**config.mk**
```make
export PLATFORM = sky130hd
export DESIGN_NAME = mouse_cursor_tracker
export DESIGN_NICKNAME = d
export VERILOG_FILES = /design/src/rtl/mouse_cursor_tracker.sv
export SDC_FILE = /design/constraint.sdc
export NUM_CORES = 1
export LEC_CHECK = 0
export CAP_MARGIN = 5
export CORE_MARGIN = 2
export CORE_UTILIZATION = 49
export CTS_CLUSTER_DIAMETER = 150
export CTS_CLUSTER_SIZE = 12
export DETAILED_ROUTE_END_ITERATION = 16
export DONT_BUFFER_PORTS = 1
export PLACE_DENSITY = 0.66
export SYNTH_ARGS = -nofsm -noshare
export SYNTH_HDL_FRONTEND = slang
export SYNTH_SLANG_ARGS = --single-unit
export TNS_END_PERCENT = 100
```
**constraint.sdc**
```tcl
create_clock -name Clock_100MHz -period 2.2 [get_ports Clock_100MHz]
set_input_delay 0.44 -clock Clock_100MHz [delete_from_list [all_inputs] [get_ports Clock_100MHz]]
set_output_delay 0.44 -clock Clock_100MHz [all_outputs]
set_load 0.01 [all_outputs]
```
**src/rtl/mouse_cursor_tracker.sv**
```systemverilog
// PS/2 mouse packet to clamped screen-cursor tracker (IDLE/CAPTURE/COMPUTE/UPDATE).
// Optional MOUSE_STATUS_CHECK_EN rejects packets whose Status_in[3] marker bit is 0.
module mouse_cursor_tracker #(
   parameter int X_MAX  = 639,
   parameter int Y_MAX  = 479,
   parameter int X_HOME = 320,
   parameter int Y_HOME = 240
) (
   input  logic       Clock_100MHz,
   input  logic       Clear_n,
   input  logic       Data_reporting_pass,
   input  logic       Packet_valid,
   input  logic [7:0] Status_in,
   input  logic [7:0] X_Direction,
   input  logic [7:0] Y_Direction,
   output logic [9:0] Cursor_X,
   output logic [8:0] Cursor_Y,
   output logic [2:0] Buttons,
   output logic       Cursor_update,
   output logic       Packet_error
);

   typedef enum logic [1:0] {
      IDLE    = 2'd0,
      CAPTURE = 2'd1,
      COMPUTE = 2'd2,
      UPDATE  = 2'd3
   } state_t;

   localparam logic [9:0]        X_HOME_C = 10'(X_HOME);
   localparam logic [8:0]        Y_HOME_C = 9'(Y_HOME);
   localparam logic [9:0]        X_MAX_C  = 10'(X_MAX);
   localparam logic [8:0]        Y_MAX_C  = 9'(Y_MAX);
   localparam logic signed [11:0] X_MAX_S = 12'(X_MAX);
   localparam logic signed [11:0] Y_MAX_S = 12'(Y_MAX);

   state_t            state_q, state_d;
   logic [2:0]        btn_q, btn_d;
   logic              xsign_q, xsign_d, ysign_q, ysign_d;
   logic              xovf_q, xovf_d, yovf_q, yovf_d;
   logic [7:0]        xdir_q, xdir_d, ydir_q, ydir_d;
   logic signed [8:0] dx_q, dx_d, dy_q, dy_d;
   logic [9:0]        nx_q, nx_d;
   logic [8:0]        ny_q, ny_d;
   logic [9:0]        cursor_x_q, cursor_x_d;
   logic [8:0]        cursor_y_q, cursor_y_d;
   logic [2:0]        buttons_q, buttons_d;
   logic              update_q, update_d;
   logic              error_q, error_d;

   logic              status_ok_s;
   logic              accept_s;
   logic              reject_s;
   logic signed [11:0] sum_x_s;
   logic signed [11:0] sum_y_s;

   function automatic logic [9:0] clamp_x(input logic signed [11:0] v);
      if (v < 12'sd0)        return 10'd0;
      else if (v > X_MAX_S)  return X_MAX_C;
      else                   return v[9:0];
   endfunction

   function automatic logic [8:0] clamp_y(input logic signed [11:0] v);
      if (v < 12'sd0)        return 9'd0;
      else if (v > Y_MAX_S)  return Y_MAX_C;
      else                   return v[8:0];
   endfunction

`ifdef MOUSE_STATUS_CHECK_EN
   assign status_ok_s = Status_in[3];
`else
   // Marker bit is a don't-care in this build; OR-ing keeps it formally read.
   assign status_ok_s = Status_in[3] | 1'b1;
`endif

   assign accept_s = Packet_valid & Data_reporting_pass & status_ok_s;
   assign reject_s = Packet_valid & Data_reporting_pass & ~status_ok_s;

   // PS/2 +Y points up while screen rows grow downward, hence the subtraction.
   assign sum_x_s = $signed({2'b00, cursor_x_q}) + $signed({{3{dx_q[8]}}, dx_q});
   assign sum_y_s = $signed({3'b000, cursor_y_q}) - $signed({{3{dy_q[8]}}, dy_q});

   // State and datapath registers
   always_ff @(posedge Clock_100MHz or negedge Clear_n) begin
      if (!Clear_n) begin
         state_q    <= IDLE;
         btn_q      <= 3'b000;
         xsign_q    <= 1'b0;
         ysign_q    <= 1'b0;
         xovf_q     <= 1'b0;
         yovf_q     <= 1'b0;
         xdir_q     <= 8'h00;
         ydir_q     <= 8'h00;
         dx_q       <= 9'sd0;
         dy_q       <= 9'sd0;
         nx_q       <= 10'd0;
         ny_q       <= 9'd0;
         cursor_x_q <= X_HOME_C;
         cursor_y_q <= Y_HOME_C;
         buttons_q  <= 3'b000;
         update_q   <= 1'b0;
         error_q    <= 1'b0;
      end else begin
         state_q    <= state_d;
         btn_q      <= btn_d;
         xsign_q    <= xsign_d;
         ysign_q    <= ysign_d;
         xovf_q     <= xovf_d;
         yovf_q     <= yovf_d;
         xdir_q     <= xdir_d;
         ydir_q     <= ydir_d;
         dx_q       <= dx_d;
         dy_q       <= dy_d;
         nx_q       <= nx_d;
         ny_q       <= ny_d;
         cursor_x_q <= cursor_x_d;
         cursor_y_q <= cursor_y_d;
         buttons_q  <= buttons_d;
         update_q   <= update_d;
         error_q    <= error_d;
      end
   end

   // Next-state logic; packets arriving outside IDLE are dropped
   always_comb begin
      state_d = state_q;
      case (state_q)
         IDLE: begin
            if (accept_s) state_d = CAPTURE;
            else          state_d = IDLE;
         end
         CAPTURE: state_d = COMPUTE;
         COMPUTE: state_d = UPDATE;
         UPDATE:  state_d = IDLE;
         default: state_d = IDLE;
      endcase
   end

   // Per-state datapath and output pulse values
   always_comb begin
      btn_d      = btn_q;
      xsign_d    = xsign_q;
      ysign_d    = ysign_q;
      xovf_d     = xovf_q;
      yovf_d     = yovf_q;
      xdir_d     = xdir_q;
      ydir_d     = ydir_q;
      dx_d       = dx_q;
      dy_d       = dy_q;
      nx_d       = nx_q;
      ny_d       = ny_q;
      cursor_x_d = cursor_x_q;
      cursor_y_d = cursor_y_q;
      buttons_d  = buttons_q;
      update_d   = 1'b0;
      error_d    = 1'b0;
      case (state_q)
         IDLE: begin
            if (accept_s) begin
               btn_d   = Status_in[2:0];
               xsign_d = Status_in[4];
               ysign_d = Status_in[5];
               xovf_d  = Status_in[6];
               yovf_d  = Status_in[7];
               xdir_d  = X_Direction;
               ydir_d  = Y_Direction;
            end else begin
               error_d = reject_s;
            end
         end
         CAPTURE: begin
            if (xovf_q) dx_d = 9'sd0;
            else        dx_d = $signed({xsign_q, xdir_q});
            if (yovf_q) dy_d = 9'sd0;
            else        dy_d = $signed({ysign_q, ydir_q});
         end
         COMPUTE: begin
            nx_d = clamp_x(sum_x_s);
            ny_d = clamp_y(sum_y_s);
         end
         UPDATE: begin
            cursor_x_d = nx_q;
            cursor_y_d = ny_q;
            buttons_d  = btn_q;
            update_d   = 1'b1;
         end
         default: begin
            update_d = 1'b0;
         end
      endcase
   end

   assign Cursor_X      = cursor_x_q;
   assign Cursor_Y      = cursor_y_q;
   assign Buttons       = buttons_q;
   assign Cursor_update = update_q;
   assign Packet_error  = error_q;

endmodule

```
# Yosys cells after proc, flatten, opt, wreduce, memory -nomap -nowiden
# Index checks and enable logic that the tools add are counted.
[word_totals] register_bits=85 output_inout_bits=24
[op_classes] addsub=2 magnitude_cmp=4 eq_ne=3 muxes=9 n_reduce_logical=2 bitwise_logic=1
[ops] operator="two-way mux 9 bit" count=4
[ops] operator="two-way mux 10 bit" count=2
[ops] operator="adder 11 x 9 -> 12 bit" count=1
[ops] operator="greater-than comparator 12 x 11 -> 1 bit (second input constant)" count=1
[ops] operator="< comparator 12 x 1 -> 1 bit (second input constant)" count=1
[ops] operator="greater-than comparator 11 x 10 -> 1 bit (second input constant)" count=1
[ops] operator="< comparator 11 x 1 -> 1 bit (second input constant)" count=1
[ops] operator="subtractor 10 x 9 -> 11 bit" count=1
[ops] operator="one-hot mux 2 bit (4 select lines)" count=1
[ops] operator="equality test 2 bit (second input constant)" count=2
[ops] operator="equality test 2 x 1 -> 1 bit (second input constant)" count=1
[ops] operator="zero test 2 bit" count=1
[ops] operator="two-way mux 1 bit" count=2
[ops] operator="AND reduction 2 bit" count=1
[ops] operator="AND 1 bit" count=1

# Logic depth before layout (Yosys ltp)
[logic_depth] depth_word=4 depth_mapped=10

# Worst setup path before layout
# Ideal clock, no wire load.
[synth_timing] path_kind="register -> register" from="reg cursor_x_q[0] (netlist: Cursor_X[0])" to="reg nx_q[0]" t_arrival_ns=2.299 slack_ns=-0.247 synth_period_minus_slack_ns=2.447 required_time_ns=2.053 stages_incl_launch_ff=10 setup_time_ns=0.147 path_cell_list="dfrtp_1 ha_1 inv_1 fa_1 nand2b_1 a21o_1 a211o_1 and3_4 a221oi_4 a311oi_1"
[synth_via] elab_chain_len=4
[synth_rtl] item="start, declared" line_no="45" text="logic [9:0] cursor_x_q, cursor_x_d;"
[synth_rtl] item="start signal, assigned" line_no="116" text="cursor_x_q <= cursor_x_d;"
[synth_rtl] item="adder 11 x 9 -> 12 bit *" line_no="80" text="assign sum_x_s = $signed({2'b00, cursor_x_q}) + $signed({{3{dx_q[8]}}, dx_q});"
[synth_rtl] item="greater-than comparator 12 x 11 -> 1 bit" line_no="59" text="else if (v > X_MAX_S) return X_MAX_C;"
[synth_rtl] item="two-way mux 10 bit" line_no="59"
[synth_rtl] item="two-way mux 10 bit *" line_no="58" text="if (v < 12'sd0) return 10'd0;"
[synth_rtl] item="end signal, assigned" line_no="114" text="nx_q <= nx_d;"
[synth_rtl] item="end, declared" line_no="43" text="logic [9:0] nx_q, nx_d;"
# Mark *: on every way between the ends. The rest lies on a longest branch, timed or not.
# A chain may end at the register's enable or synchronous reset.

# Worst setup path after layout
[layout_timing] from="reg dx_q[0]" to="reg nx_q[6]"
[layout_via] elab_chain_len=4
[layout_rtl] item="start, declared" line_no="42" text="logic signed [8:0] dx_q, dx_d, dy_q, dy_d;"
[layout_rtl] item="start signal, assigned" line_no="94" text="dx_q <= 9'sd0;"
[layout_rtl] item="start signal, assigned" line_no="112" text="dx_q <= dx_d;"
[layout_rtl] item="adder 11 x 9 -> 12 bit *" line_no="80"
[layout_rtl] item="greater-than comparator 12 x 11 -> 1 bit" line_no="59"
[layout_rtl] item="two-way mux 10 bit" line_no="59"
[layout_rtl] item="two-way mux 10 bit *" line_no="58"
# Marks and branches as above.

==> results.json <==
{
  "status": "complete, but fails checks",
  "violations": "hold timing, setup timing",
  "placed_area_mm2": 0.00500,
  "place.gp.congestion": 0.854,
  "p_per_area_mw_per_mm2": 1810,
  "cts_buffer_depth": 2,
  "cts_buffers": 9,
  "synth_edf_count": 0,
  "clkPwrFrac_pct": 12.9,
  "critical_path.cell_chain": "ha_2 -> inv_2 -> fa_2 -> nand2b_4 -> a21o_1 -> a211o_1 -> and3_4 -> a221oi_4 -> buf_6 -> a311oi_2",
  "seq_power_share_pct": 28.1,
  "setup_slack_ps": -181,
  "rsz0062_at_grt": "true",
  "fin_nets": 512,
  "clkSlewWorstSetupHoldPaths_ps": 90,
  "core-area_mm2": 0.00876,
  "critical_path_required_ps": 2420,
  "dieArea_mm2": 0.00989,
  "cts.htree.levels": 3,
  "vdd_drop_max_mv": 0.992,
  "grt_antenna_before_repair": 0,
  "grt_pass1_vias": 3244,
  "die_y_um": 99.5,
  "wl_met3_um": 503,
  "setup_viol": 16,
  "yosysTopAreaCell": "dfrtp_1",
  "end_kind": "flop",
  "postRouteAntennaNets": 0,
  "slowest_stage": "dfrtp_1",
  "critPathArrivalTime_ps": 2600,
  "fp.dieW_um": 99.5,
  "drt_iter0_markers": 142,
  "synthArstFlopShare_pct": 100,
  "crit_buf_inv": 2,
  "met2_length_um": 4680,
  "hp-class": "in -> async",
  "final_hold_viol_count": 85,
  "syn-cell-area_mm2": 0.00447,
  "fmax_mhz": 420,
  "grt_first_pass_wirelength_um": 15900,
  "grt_overflow": 0,
  "p_int_mw": 6.02,
  "drt-wirelength-per-cell_um": 16.7,
  "timing.hold.ws_ps": -225,
  "initial_utilization_pct": 51.0,
  "layout_min_cycle_time_ps": 2380,
  "syn_area_per_cell_um2": 11.5,
  "critical_path_class": "reg -> reg",
  "worst_clock_skew_ps": 6.30,
  "cpLargestDelayFamily": "compound AO/OA/AOI/OAI gates",
  "layout_common_cells": "dfrtp_1, buf_4, mux2_2, inv_1, o21ai_0",
  "design_area_mm2": 0.00543,
  "drive_above_1_share_pct": 39.0,
  "met1_length_um": 4230,
  "yosysSeqAreaShare_pct": 47.8,
  "synth_top_area_share_pct": 44.3,
  "max_stage_delay_ps": 370,
  "start_kind": "flop",
  "dp_hpwl_um": 6680,
  "synth_nets": 445,
  "syn_inst": 390,
  "vias_per_cell": 5.53,
  "area_growth_pct": 21.5,
  "cts.sink_count": 85,
  "num_vias": 3151,
  "dr.pass1.iters": 4,
  "yosysWarnings": 0,
  "final_common_cell": "dfrtp_1",
  "highest_layer": "met4",
  "drc_errors": 0,
  "cts-root-buf": "clkbuf_8",
  "cap_violations": 0,
  "swShare_pct": 38.6,
  "grt_start_max_net_pins": 86,
  "ys_ff_latch": 85,
  "leakage_nw": 2.46,
  "grtUsageTotal_pct": 20.1,
  "wl_um": 9500,
  "power.switching_mw": 3.79,
  "finalCritPeriodShare_pct": 108,
  "cts_tree": "yes",
  "yosys-top-cells-area": "dfrtp_1, mux2_2, ha_1",
  "ioPinCount": 52,
  "clock_latency_ps": 350,
  "diodes": 0,
  "port_buffers": 0,
  "row_count": 34,
  "pwr-share-comb_pct": 59.0,
  "slew_viol_final": 0,
  "ys.flop_type": "dfrtp_1",
  "fin_total_pwr_mw": 9.82,
  "synthDistinctLibCells": 64,
  "critPathMaxFanout": 7
}
Yosys cell counts, types with 3 or more instances:
cell / count
dfrtp_1: 79
mux2_2: 41
inv_1: 31
o21ai_0: 27
ha_1: 25
nand2_1: 19
nand3b_1: 19
a21oi_1: 16
nor2_1: 14
clkbuf_1: 9
a311oi_1: 8
a21o_1: 6
dfstp_2: 6
xnor2_1: 6
xor2_1: 6
a2bb2oi_1: 5
nand2b_1: 5
o211ai_1: 4
a211oi_1: 3
a22oi_1: 3
and2_1: 3
nand3_1: 3
o21a_1: 3
final cells by class:
cell class | count | area [um^2]
timing repair buffer | 70 | 537
clock buffer | 10 | 138
fill | 713 | 3340
sequential | 85 | 2130
clock inverter | 6 | 93.8
inverter | 31 | 116
tap | 108 | 135
multi-input combinational | 260 | 2270
metrics by stage:
step | worst slack, ps | cells | TNS [ps] | util [%]
after floorplan | -182 | 390 | -2210 | -
after global placement | -163 | 544 | -2130 | 57.1
after detailed placement | -207 | 544 | -2750 | 57.1
after CTS | -177 | 566 | -2730 | 61.1
after global routing | -283 | 570 | -4170 | 61.9
final | -181 | 570 | -2350 | 61.9
metal layers:
metal / vias to the layer above / track usage, %
li1: 1525 / -
met1: 1561 / 26.5
met2: 59 / 33.2
met3: 6 / 6.39
met4: 0 / 3.90
met5: - / 0
power by group through the flow:
stage / combinational [mW] / sequential (mW) / clock, mW
5_1_grt: 6.29 / 2.84 / 1.37
4_1_cts: 5.60 / 2.75 / 1.30
3_3_place_gp: 4.98 / 2.75 / 0
6_report: 5.79 / 2.76 / 1.27
2_1_floorplan: 3.47 / 2.73 / 0
3_5_place_dp: 5.09 / 2.79 / 0
registers in the layout (all words and copies together), names as in the netlist:
register	flops
Cursor_X	10
xsign_q	1
ny_q	9
nx_q	10
dx_q	9
xovf_q	1
yovf_q	1
ysign_q	1
xdir_q	8
dy_q	9
ydir_q	8
Cursor_update	1
Buttons	3
state_q	2
Cursor_Y	9
btn_q	3
timing repair:
| item | in CTS | in global routing |
|---|---|---|
| gates cloned | 0 | 0 |
| endpoints found under the hold margin | 85 | 85 |
| setup buffers | 6 | 5 |
| resized for setup | 16 | 7 |
| endpoints found under the setup margin | 19 | 19 |
| pin swaps | 13 | 12 |
final timing paths:
kind / from / end / slack (ps) / depth (start not counted)
max: dx_q[0]$_DFFE_PN0N_ / nx_q[6]$_DFFE_PN0P_ / -180 / 10
min: Clear_n / xdir_q[2]$_DFFE_PN0P_ / -220 / 0
max reg2reg: dx_q[0]$_DFFE_PN0N_ / nx_q[6]$_DFFE_PN0P_ / -180 / 10
min reg2reg: nx_q[1]$_DFFE_PN0P_ / Cursor_X[1]$_DFFE_PN0P_ / 510 / 2
max in group asynchronous: Clear_n / Cursor_Y[5]$_DFFE_PN1P_ / 2200 / 0
min in group Clock_100MHz: Y_Direction[4] / ydir_q[4]$_DFFE_PN0P_ / 230 / 1
cell families after synthesis:
kind of cell,Yosys count,share of synthesized area [%]
and+or+nand+nor,82,10.8
DFF,85,47.8
AOI/OAI and AO/OA,96,16.0
xor gates and xnor gates,12,2.35
buffers and inverters,45,4.48
muxes,42,10.6
other,1,0.0840
adders and majority gates,27,7.90
Power figures use the tool's default switching activity.
